--- config.mk ---
export PLATFORM = sky130hd
export DESIGN_NAME = sram_confreg_resp
export DESIGN_NICKNAME = d
export VERILOG_FILES = /design/src/rtl/sram_confreg_resp.sv
export SDC_FILE = /design/constraint.sdc
export NUM_CORES = 1
export LEC_CHECK = 0
export ABC_AREA = 1
export BUFFER_PORTS_ARGS = -buffer_cell sky130_fd_sc_hd__buf_2
export CAP_MARGIN = 20
export CORE_UTILIZATION = 45
export CTS_CLUSTER_SIZE = 12
export DETAILED_ROUTE_END_ITERATION = 16
export PLACE_DENSITY = 0.69
export SETUP_SLACK_MARGIN = 0.5
export SYNTH_ARGS = -nofsm -noshare
export SYNTH_HDL_FRONTEND = slang
export SYNTH_SLANG_ARGS = --single-unit
export TNS_END_PERCENT = 20
--- constraint.sdc ---
create_clock -name clk -period 2.5 [get_ports clk]
set_clock_uncertainty 0.05 [all_clocks]
set_input_delay 0.125 -clock clk [delete_from_list [all_inputs] [get_ports clk]]
set_output_delay 0.125 -clock clk [all_outputs]
set_load 0.01 [all_outputs]
--- src/rtl/sram_confreg_resp.sv ---
// Confreg I/O responder on the data-SRAM port: 1-cycle registered reads, byte-enable writes,
// LED/number/switch/timer/scratch registers and a multiplexed seven-segment scan.
module sram_confreg_resp #(
    parameter logic        SIMULATION = 1'b0,
    parameter int unsigned SCAN_DIV   = 10000
) (
    input  logic        clk,
    input  logic        resetn,
    input  logic        en,
    input  logic [3:0]  wen,
    input  logic [31:0] addr,
    input  logic [31:0] wdata,
    output logic [31:0] rdata,
    output logic [15:0] led,
    output logic [1:0]  led_rg0,
    output logic [1:0]  led_rg1,
    output logic [7:0]  num_csn,
    output logic [6:0]  num_a_g,
    input  logic [7:0]  switch
);

    localparam logic [15:0] DIV_LAST = 16'(SCAN_DIV - 1);

    localparam logic [15:0] A_TIMER   = 16'hE000;
    localparam logic [15:0] A_LED     = 16'hF000;
    localparam logic [15:0] A_LED_RG0 = 16'hF004;
    localparam logic [15:0] A_LED_RG1 = 16'hF008;
    localparam logic [15:0] A_NUM     = 16'hF010;
    localparam logic [15:0] A_SWITCH  = 16'hF020;
    localparam logic [15:0] A_SIMU    = 16'hF030;
    localparam logic [15:0] A_IO_SIMU = 16'hFFF0;

    function automatic logic [6:0] hex_seg(input logic [3:0] nib);
        logic [6:0] s;
        case (nib)
            4'h0: s = 7'h7E;
            4'h1: s = 7'h30;
            4'h2: s = 7'h6D;
            4'h3: s = 7'h79;
            4'h4: s = 7'h33;
            4'h5: s = 7'h5B;
            4'h6: s = 7'h5F;
            4'h7: s = 7'h70;
            4'h8: s = 7'h7F;
            4'h9: s = 7'h7B;
            4'hA: s = 7'h77;
            4'hB: s = 7'h1F;
            4'hC: s = 7'h4E;
            4'hD: s = 7'h3D;
            4'hE: s = 7'h4F;
            default: s = 7'h47;
        endcase
        return s;
    endfunction

    logic [31:0] cr_q [8];
    logic [31:0] cr_d [8];
    logic [31:0] timer_q, timer_d;
    logic [15:0] led_q, led_d;
    logic [1:0]  rg0_q, rg0_d;
    logic [1:0]  rg1_q, rg1_d;
    logic [31:0] num_q, num_d;
    logic [31:0] simu_q, simu_d;
    logic [31:0] rdata_q, rdata_d;
    logic [7:0]  sw_meta_q, sw_sync_q;
    logic [15:0] div_q, div_d;
    logic [2:0]  idx_q, idx_d;
    logic [7:0]  csn_q, csn_d;
    logic [6:0]  seg_q, seg_d;

    logic [15:0] a16;
    logic        sel_cr;
    logic [2:0]  cr_idx;
    logic        do_wr, do_rd;
    logic [31:0] reg_val;
    logic [31:0] wr_merged;
    logic        unused_addr_bits;

    assign a16              = {addr[15:2], 2'b00};
    assign sel_cr           = (a16[15:5] == 11'h400);
    assign cr_idx           = a16[4:2];
    assign do_wr            = en & (|wen);
    assign do_rd            = en & ~(|wen);
    assign unused_addr_bits = ^{addr[31:16], addr[1:0]};

    // Current (zero-extended) value of the addressed register; also the base for byte merging.
    always_comb begin
        reg_val = '0;
        if (sel_cr) begin
            reg_val = cr_q[cr_idx];
        end else begin
            case (a16)
                A_TIMER:   reg_val = timer_q;
                A_LED:     reg_val = {16'h0, led_q};
                A_LED_RG0: reg_val = {30'h0, rg0_q};
                A_LED_RG1: reg_val = {30'h0, rg1_q};
                A_NUM:     reg_val = num_q;
                A_SWITCH:  reg_val = {24'h0, sw_sync_q};
                A_SIMU:    reg_val = {31'h0, SIMULATION};
                A_IO_SIMU: reg_val = simu_q;
                default:   reg_val = '0;
            endcase
        end
    end

    always_comb begin
        wr_merged = reg_val;
        for (int i = 0; i < 4; i++) begin
            if (wen[i]) wr_merged[8*i +: 8] = wdata[8*i +: 8];
        end
    end

    always_comb begin
        cr_d    = cr_q;
        timer_d = timer_q + 32'd1;
        led_d   = led_q;
        rg0_d   = rg0_q;
        rg1_d   = rg1_q;
        num_d   = num_q;
        simu_d  = simu_q;
        rdata_d = do_rd ? reg_val : rdata_q;
        if (do_wr) begin
            if (sel_cr) begin
                cr_d[cr_idx] = wr_merged;
            end else begin
                case (a16)
                    A_TIMER:   timer_d = wr_merged;
                    A_LED:     led_d   = wr_merged[15:0];
                    A_LED_RG0: rg0_d   = wr_merged[1:0];
                    A_LED_RG1: rg1_d   = wr_merged[1:0];
                    A_NUM:     num_d   = wr_merged;
                    A_IO_SIMU: simu_d  = {wr_merged[15:0], wr_merged[31:16]};
                    default:   ;
                endcase
            end
        end
    end

    // Segments are re-decoded every cycle so a NUM change shows on the next edge.
    always_comb begin
        div_d = div_q + 16'd1;
        idx_d = idx_q;
        if (div_q == DIV_LAST) begin
            div_d = '0;
            idx_d = idx_q + 3'd1;
        end
        csn_d = ~(8'd1 << idx_d);
        seg_d = hex_seg(num_q[{idx_d, 2'b00} +: 4]);
    end

    always_ff @(posedge clk or negedge resetn) begin
        if (!resetn) begin
            for (int i = 0; i < 8; i++) cr_q[i] <= '0;
            timer_q   <= '0;
            led_q     <= '0;
            rg0_q     <= '0;
            rg1_q     <= '0;
            num_q     <= '0;
            simu_q    <= '0;
            rdata_q   <= '0;
            sw_meta_q <= '0;
            sw_sync_q <= '0;
            div_q     <= '0;
            idx_q     <= '0;
            csn_q     <= 8'hFE;
            seg_q     <= 7'h7E;
        end else begin
            cr_q      <= cr_d;
            timer_q   <= timer_d;
            led_q     <= led_d;
            rg0_q     <= rg0_d;
            rg1_q     <= rg1_d;
            num_q     <= num_d;
            simu_q    <= simu_d;
            rdata_q   <= rdata_d;
            sw_meta_q <= switch;
            sw_sync_q <= sw_meta_q;
            div_q     <= div_d;
            idx_q     <= idx_d;
            csn_q     <= csn_d;
            seg_q     <= seg_d;
        end
    end

    assign rdata   = rdata_q;
    assign led     = led_q;
    assign led_rg0 = rg0_q;
    assign led_rg1 = rg1_q;
    assign num_csn = csn_q;
    assign num_a_g = seg_q;

endmodule

Word-level counts from Yosys, hierarchy flattened

Memories as Yosys holds them, arrays and structs flattened. A register that Yosys moved wholly into a read port is not among the register bits.
Cells that the tools add are included.

Reductions and logical operators: 9
Bitwise logic cells: 6
Muxes and demuxes: 17
Eq/ne operators: 9
Shift operators: 2
$lt $le $gt $ge: 2
Add/subtract/negate cells: 3

Operators by type and width:

| operator                                                                      | count |
|---|---|
| 256-bit bitwise mux                                                           | 1 |
| 32-bit 2-to-1 mux                                                             | 7 |
| 32-bit case mux with 7 select lines                                           | 1 |
| 14-bit == test (second input constant)                                        | 7 |
| 32-bit binary-select mux with 3-bit select                                    | 1 |
| 32-bit demux with 3-bit select                                                | 1 |
| 32-bit by 1-bit adder with 32-bit output (second input constant)              | 1 |
| 8-bit 2-to-1 mux                                                              | 4 |
| 32-bit by 6-bit variable part select with 4-bit output                        | 1 |
| 16-bit by 1-bit adder with 16-bit output (second input constant)              | 1 |
| 16-bit by 14-bit == test with 1-bit output (second input constant)            | 1 |
| 16-bit 2-to-1 mux                                                             | 1 |
| 3-bit AND reduction                                                           | 5 |
| 11-bit == test (second input constant)                                        | 1 |
| 8-bit inverter                                                                | 1 |
| 1-bit by 3-bit left shift with 8-bit output (first input constant)            | 1 |
| 4-bit greater-or-equal comparator (second input constant)                     | 1 |
| 4-bit by 1-bit less-than comparator with 1-bit output (second input constant) | 1 |
| 3-bit inverter with 4-bit output                                              | 1 |
| 4-bit OR reduction                                                            | 1 |
| 3-bit by 1-bit adder with 3-bit output (second input constant)                | 1 |
| 3-bit 2-to-1 mux                                                              | 1 |
| 1-bit AND                                                                     | 2 |
| 1-bit inverter                                                                | 2 |
| 3 further kinds                                                               | 3 |

Output and inout port bits: 67
Memories kept: 1
Memory bits (read-only): 112
Bits in registers: 447

Memory list:

| memory          | depth | bits a word | rd ports | clocked after memory_dff | wr ports | RTL line | text |
|---|---|---|---|---|---|---|---|
| (no name shown) | 16    | 7           | 1        | 1                        | 0        | 35       | `case (nib)` |

Logic depth before layout (Yosys ltp)

Word-level depth: 9
Depth in mapped cells: 20
Mapped depth without buffers: 19

Worst setup path after synthesis

OpenSTA, ideal clock, no wires.

Path kind: flip-flop to flip-flop
Start point: register div_q[0]
End point: register seg_q[3], in the netlist num_a_g[3]
Required time: 2390 ps
Setup time: 60 ps
Setup slack: 178 ps
Arrival: 2212 ps
Path buffers: 1
Stages on the path, launching flop included: 17
Cell sequence: dfrtp_1 > ha_1 > nand3_1 > nor2_2 > nand2_4 > o21ai_4 > inv_2 > buf_6 > nand2_1 > nand2_1 > nand2_1 > nand2_1 > ha_1 > nand3b_1 > nand2_1 > nand2_1 > nand2_1

Word-level cells in the longest chain between the ends: 3

RTL lines:

| what                                                   | RTL line | text |
|---|---|---|
| from (decl)                                            | 66       | `logic [15:0] div_q, div_d;` |
| from (signal assigned)                                 | 178      | `div_q <= div_d;` |
| 16-bit by 14-bit == test with 1-bit output             | 143      | `if (div_q == DIV_LAST) begin` |
| 3-bit 2-to-1 mux                                       | 143      |  |
| named net idx_d[1]                                     | 67       | `logic [2:0] idx_q, idx_d;` |
| 32-bit by 6-bit variable part select with 4-bit output | 148      | `seg_d = hex_seg(num_q[{idx_d, 2'b00} +: 4]);` |
| to (decl)                                              | 69       | `logic [6:0] seg_q, seg_d;` |

The timed path passes the listed nets, and every way through them passes these cells.
A chain may end at the register's enable or synchronous reset.

Worst setup path in the final report

Start point: register div_q[11]
End point: register seg_q[6], in the netlist num_a_g[6]

Word-level cells in the longest chain between the ends: 3

RTL lines:

| what                                                   | RTL line |
|---|---|
| 16-bit by 14-bit == test with 1-bit output             | 143 |
| 3-bit 2-to-1 mux                                       | 143 |
| 32-bit by 6-bit variable part select with 4-bit output | 148 |

No other way between the ends.

==> run summary <==
The type of the worst setup path was reg2reg. Sequential cells burn 45.9% of the power. The worst path needs 2209 ps of the cycle, external delays included. Using the TritonRoute via totals, the vias-per-cell ratio works out to 5.737. For this design the top-level I/O count stands at 146. The via count of the first global-routing pass is 21690, and the post-DP HPWL is 57.88 mm. The floorplan step set the die width to 228.6 um. The initial antenna violation count is 0, and the number of violations of the max-capacitance limit is 0.

For this design the total switching power over the nets is 4096 uW. The number of CTS-inserted buffers came out at 50. The first global-routing pass estimated 130.2 mm of wire. In this run the static leakage power is 0.01427 uW.

In this run the power density over the cells is 584.8 mW/mm^2. The signal on the critical path passes through nor2_4 -> nand2_2 -> nor2_4 -> nand2_4 -> o21ai_4 -> clkinv_4 -> buf_6 -> buf_6 -> nand2_2 -> nand2_2 -> nand2_4 -> nand2_4 -> inv_6 -> nand3_4 -> nand2_2. Global routing finished with a remaining overflow of 0. In this run the deepest clock path goes through 3 buffers. Setup repair after global routing could not meet its margin everywhere. For the pin with the worst max-slew slack, the measured transition is 872.0 ps. STA classifies the critical path endpoint as a flip-flop. The run gives 3325 as the number of nets in the layout.

Once layout is complete, the utilization of the core stands at 55.95%. The global router's overall resource usage was 32.52%; the via count was 22640. The total core area was 0.05038 sq mm; the number of register bits inferred by synthesis was 454. The count of nets left with antenna violations once routing finished came out at 0. The maximum fanout along the worst path is 6. Sequential cells were found to cover 49.25% of the synthesized design area. The worst-case IR drop observed on VDD is 0.5446 mV. Worst hold slack: 23.90 ps. The tightest min-delay check is of the in2reg type. Data on the critical path is required at its endpoint by 2980 ps.

The floorplan step defined a die boundary enclosing 0.05225 sq mm. Routability-driven placement finished with a final weighted congestion of 1.020. The post-layout instance count excluding filler cells was 3947; the number of setup violations in the final report was 0. The pre-antenna-repair detailed-routing pass consisted of 5 iterations. TritonCTS built the clock tree. At the later pin of the worst-skew pair, clock insertion delay measures 610 ps.

Entering global routing, the biggest net connects 88 pins. The logs give 0.4528 GHz for the peak clock frequency supported by timing and 85.36 mm for the wire length reported by the detailed router. On the critical path the largest part of the delay comes from simple AND/OR/NAND/NOR gates.

The count of placed standard cells including taps is 3767, and the portion of total power attributed to the clock network is 45.8%. The fraction of registers with async set or reset after synthesis is 100.0%, and the detailed-route DRC error count is 0. Total negative slack for setup checks: 0 ps. Per report_power, the combinational group accounts for 8.3% of the total. Data arrives at the worst endpoint at 2690 ps. Startpoint type of the worst setup path: a flip-flop. The biggest area consumer among synthesized cells is sky130_fd_sc_hd__dfrtp_1. Internal power comes to 12390 uW. The floorplan has 82 rows.

Per-instance average area after synthesis: 7.742 sq um. The cell count after synthesis was 2984; the count of buffers inserted at the top-level ports was 127. Clock-pin slew was measured on the worst setup and hold paths at 60 ps.

The max-slew violation count was 0. Master cell of the clock root buffer: sky130_fd_sc_hd__clkbuf_16. The detail-routed net length per standard cell was 21.63 um; the area share of the leading cell type in the synthesized netlist was 47.77%. Sorting the synthesized cells by area gives the leading types as sky130_fd_sc_hd__dfrtp_1 48%, sky130_fd_sc_hd__nand2_1 18%, sky130_fd_sc_hd__nand3_1 6.6%.

After layout, the worst path uses 88.34% of the clock period. The H-tree generated during clock tree synthesis spans 2 levels. In this run, the number of DRC markers left after iteration 0 of detailed routing was 2751.

Counting stages on the worst path, the most repeated cell is sky130_fd_sc_hd__nand2_2. Total number of clock tree sinks: 454. The synthesized netlist contains 51 unique library cells. Flip-flop cell with the highest count after synthesis: sky130_fd_sc_hd__dfrtp_1. The switching share of power works out to 24.85%.

The die boundary height is 228.6 um, and the number of enable-type register cells in the synthesized netlist is 0. The combined buffer and inverter count along the critical path came out at 4. For this design, the slowest cell found on the critical path is sky130_fd_sc_hd__dfrtp_2. For the tightest slew margin relative to the limit, the log shows 41.81%. The critical path's largest stage delay works out to 450 ps.

Synthesis produced a netlist with a net count of 3073. The run finished with clean final reports. The run gives 0 as the number of warnings printed during yosys synthesis. Cells with a size suffix above 1 make up 18.91% of the layout. The signed area change from the synthesized netlist to the final layout was 22.00%; the post-synth design cell area was 0.02310 sq mm. The initial utilization of the core area, before any placement, comes to 45.86%. Final count of hold timing violations: 0.
-- repair_timing --
action / in CTS / in global routing
cloned: 0 / 3
resized for setup: 32 / 81
endpoints found under the setup margin: 15 / 49
setup buffers: 19 / 20
pin swaps: 19 / 31
hold buffers: 47 / 0
endpoints found under the hold margin: 343 / 0
-- power by group through the flow --
| stage | Combinational (uW) | Clock, uW | Sequential, uW |
|---|---|---|---|
| floorplan | 556 | 0 | 7690 |
| global placement | 1210 | 0 | 7690 |
| detailed placement | 1230 | 0 | 7700 |
| CTS | 1290 | 7610 | 7570 |
| global route | 1460 | 7920 | 7570 |
| finish | 1370 | 7550 | 7570 |
-- sequential cells by signal, summed over array words and instances, names as in the netlist --
signal and flops:
led_rg0 2, sw_meta_q 8, simu_q 32, div_q 16
rdata 32, led 16, timer_q 32, num_q 32
num_csn 8, sw_sync_q 8, num_a_g 7, cr_q 256
led_rg1 2, idx_q 3
-- cell usage after synthesis (all sizes together) (2+ instances only) --
cell type / number
nand2: 1154
dfrtp: 441
nand3: 305
o21ai: 227
nor2: 200
inv: 168
buf: 130
o211ai: 48
clkbuf: 47
nor3: 45
nand4: 41
a21oi: 32
a31oi: 24
or2: 22
o21a: 15
dfstp: 13
o2111ai: 12
o211a: 11
ha: 10
o221ai: 9
xor2: 9
nor4: 6
a22oi: 4
xnor2: 4
nand3b: 2
-- cell usage in the layout, fill, tap and decap left out, types with 8 or more instances in the layout --
cell type                       count
sky130_fd_sc_hd__a21oi_1           32
sky130_fd_sc_hd__a31oi_1           24
sky130_fd_sc_hd__buf_12            32
sky130_fd_sc_hd__buf_2            126
sky130_fd_sc_hd__buf_4            162
sky130_fd_sc_hd__clkbuf_1           8
sky130_fd_sc_hd__clkbuf_16         51
sky130_fd_sc_hd__clkbuf_8          18
sky130_fd_sc_hd__clkinv_2           8
sky130_fd_sc_hd__dfrtp_1          435
sky130_fd_sc_hd__dfstp_2           13
sky130_fd_sc_hd__dlygate4sd3_1     47
sky130_fd_sc_hd__inv_1            144
sky130_fd_sc_hd__inv_2             18
sky130_fd_sc_hd__nand2_1         1079
sky130_fd_sc_hd__nand2_2           53
sky130_fd_sc_hd__nand2_4           21
sky130_fd_sc_hd__nand3_1          291
sky130_fd_sc_hd__nand3_2           10
sky130_fd_sc_hd__nand4_1           39
sky130_fd_sc_hd__nor2_1           172
sky130_fd_sc_hd__nor2_2            18
sky130_fd_sc_hd__nor2_4            10
sky130_fd_sc_hd__nor3_1            36
sky130_fd_sc_hd__o2111ai_1         12
sky130_fd_sc_hd__o211a_1           11
sky130_fd_sc_hd__o211ai_1          47
sky130_fd_sc_hd__o21a_1            15
sky130_fd_sc_hd__o21ai_0          190
sky130_fd_sc_hd__o21ai_1           32
sky130_fd_sc_hd__o221ai_1           9
sky130_fd_sc_hd__or2_2             22
sky130_fd_sc_hd__xor2_1             8
-- metrics by stage --
stage	total power, uW	area (sq um)	worst slack, ps
floorplan	8251	23190	374.5
global placement	8906	25330	122.6
detailed placement	8925	25330	101.5
CTS	16470	27760	304.5
global route	16950	28180	155.8
finish	16480	28180	291.4
-- worst paths after layout --
| path | startpoint | end | slack (ps) | depth (start not counted) |
|---|---|---|---|---|
| worst max-delay path | div_q[11]$_DFF_PN0_ | num_a_g[6]$_DFF_PN1_ | 290 | 15 |
| worst min-delay path | wdata[21] | num_q[21]$_DFFE_PN0P_ | 20 | 4 |
| worst max register to register | div_q[11]$_DFF_PN0_ | num_a_g[6]$_DFF_PN1_ | 290 | 15 |
| worst min register to register | sw_meta_q[7]$_DFF_PN0_ | sw_sync_q[7]$_DFF_PN0_ | 290 | 0 |
| max in group asynchronous | resetn | cr_q[180]$_DFFE_PN0P_ | 1470 | 3 |
| min in group asynchronous | resetn | div_q[14]$_DFF_PN0_ | 50 | 2 |
-- per-layer routing --
metal  share of wire [%]  GRT usage [%]
met1                  40          43.02
met2                  46          51.73
met3                 9.4          6.250
met4                 5.0          14.68
met5                   0              0
-- worst register-to-register path, cell delays in order, from the launching register on --
cell                       delay, ps
sky130_fd_sc_hd__dfrtp_2         450
sky130_fd_sc_hd__nor2_4          130
sky130_fd_sc_hd__nand2_2          70
sky130_fd_sc_hd__nor2_4          130
sky130_fd_sc_hd__nand2_4         100
sky130_fd_sc_hd__o21ai_4         250
sky130_fd_sc_hd__clkinv_4        150
sky130_fd_sc_hd__buf_6           160
sky130_fd_sc_hd__buf_6           110
sky130_fd_sc_hd__nand2_2          50
sky130_fd_sc_hd__nand2_2          70
sky130_fd_sc_hd__nand2_4          90
sky130_fd_sc_hd__nand2_4          90
sky130_fd_sc_hd__inv_6            90
sky130_fd_sc_hd__nand3_4          60
sky130_fd_sc_hd__nand2_2          70
-- logic make-up (layout without fill, tap and decap cells) --
kind of cell,after synthesis,count (layout),share of synthesized area (%)
simple gates,1777,1779,32.79
other cells,0,1,0
flops,454,454,49.25
fa+ha+maj,10,10,0.5416
xor+xnor,13,13,0.5254
buf+inv,346,634,6.965
compound gates,384,384,9.927
-- layout make-up --
class	instances	area [sq um]
Antenna cell	1	2.502
Timing Repair Buffer	375	3055
Inverter	169	651.9
Multi-Input combinational cell	2186	10570
Fill cell	4545	22190
Tap cell	672	840.8
Sequential cell	454	11380
Clock buffer	77	1554
Clock inverter	13	123.9
No activity file was read; power rests on OpenSTA's default activity.
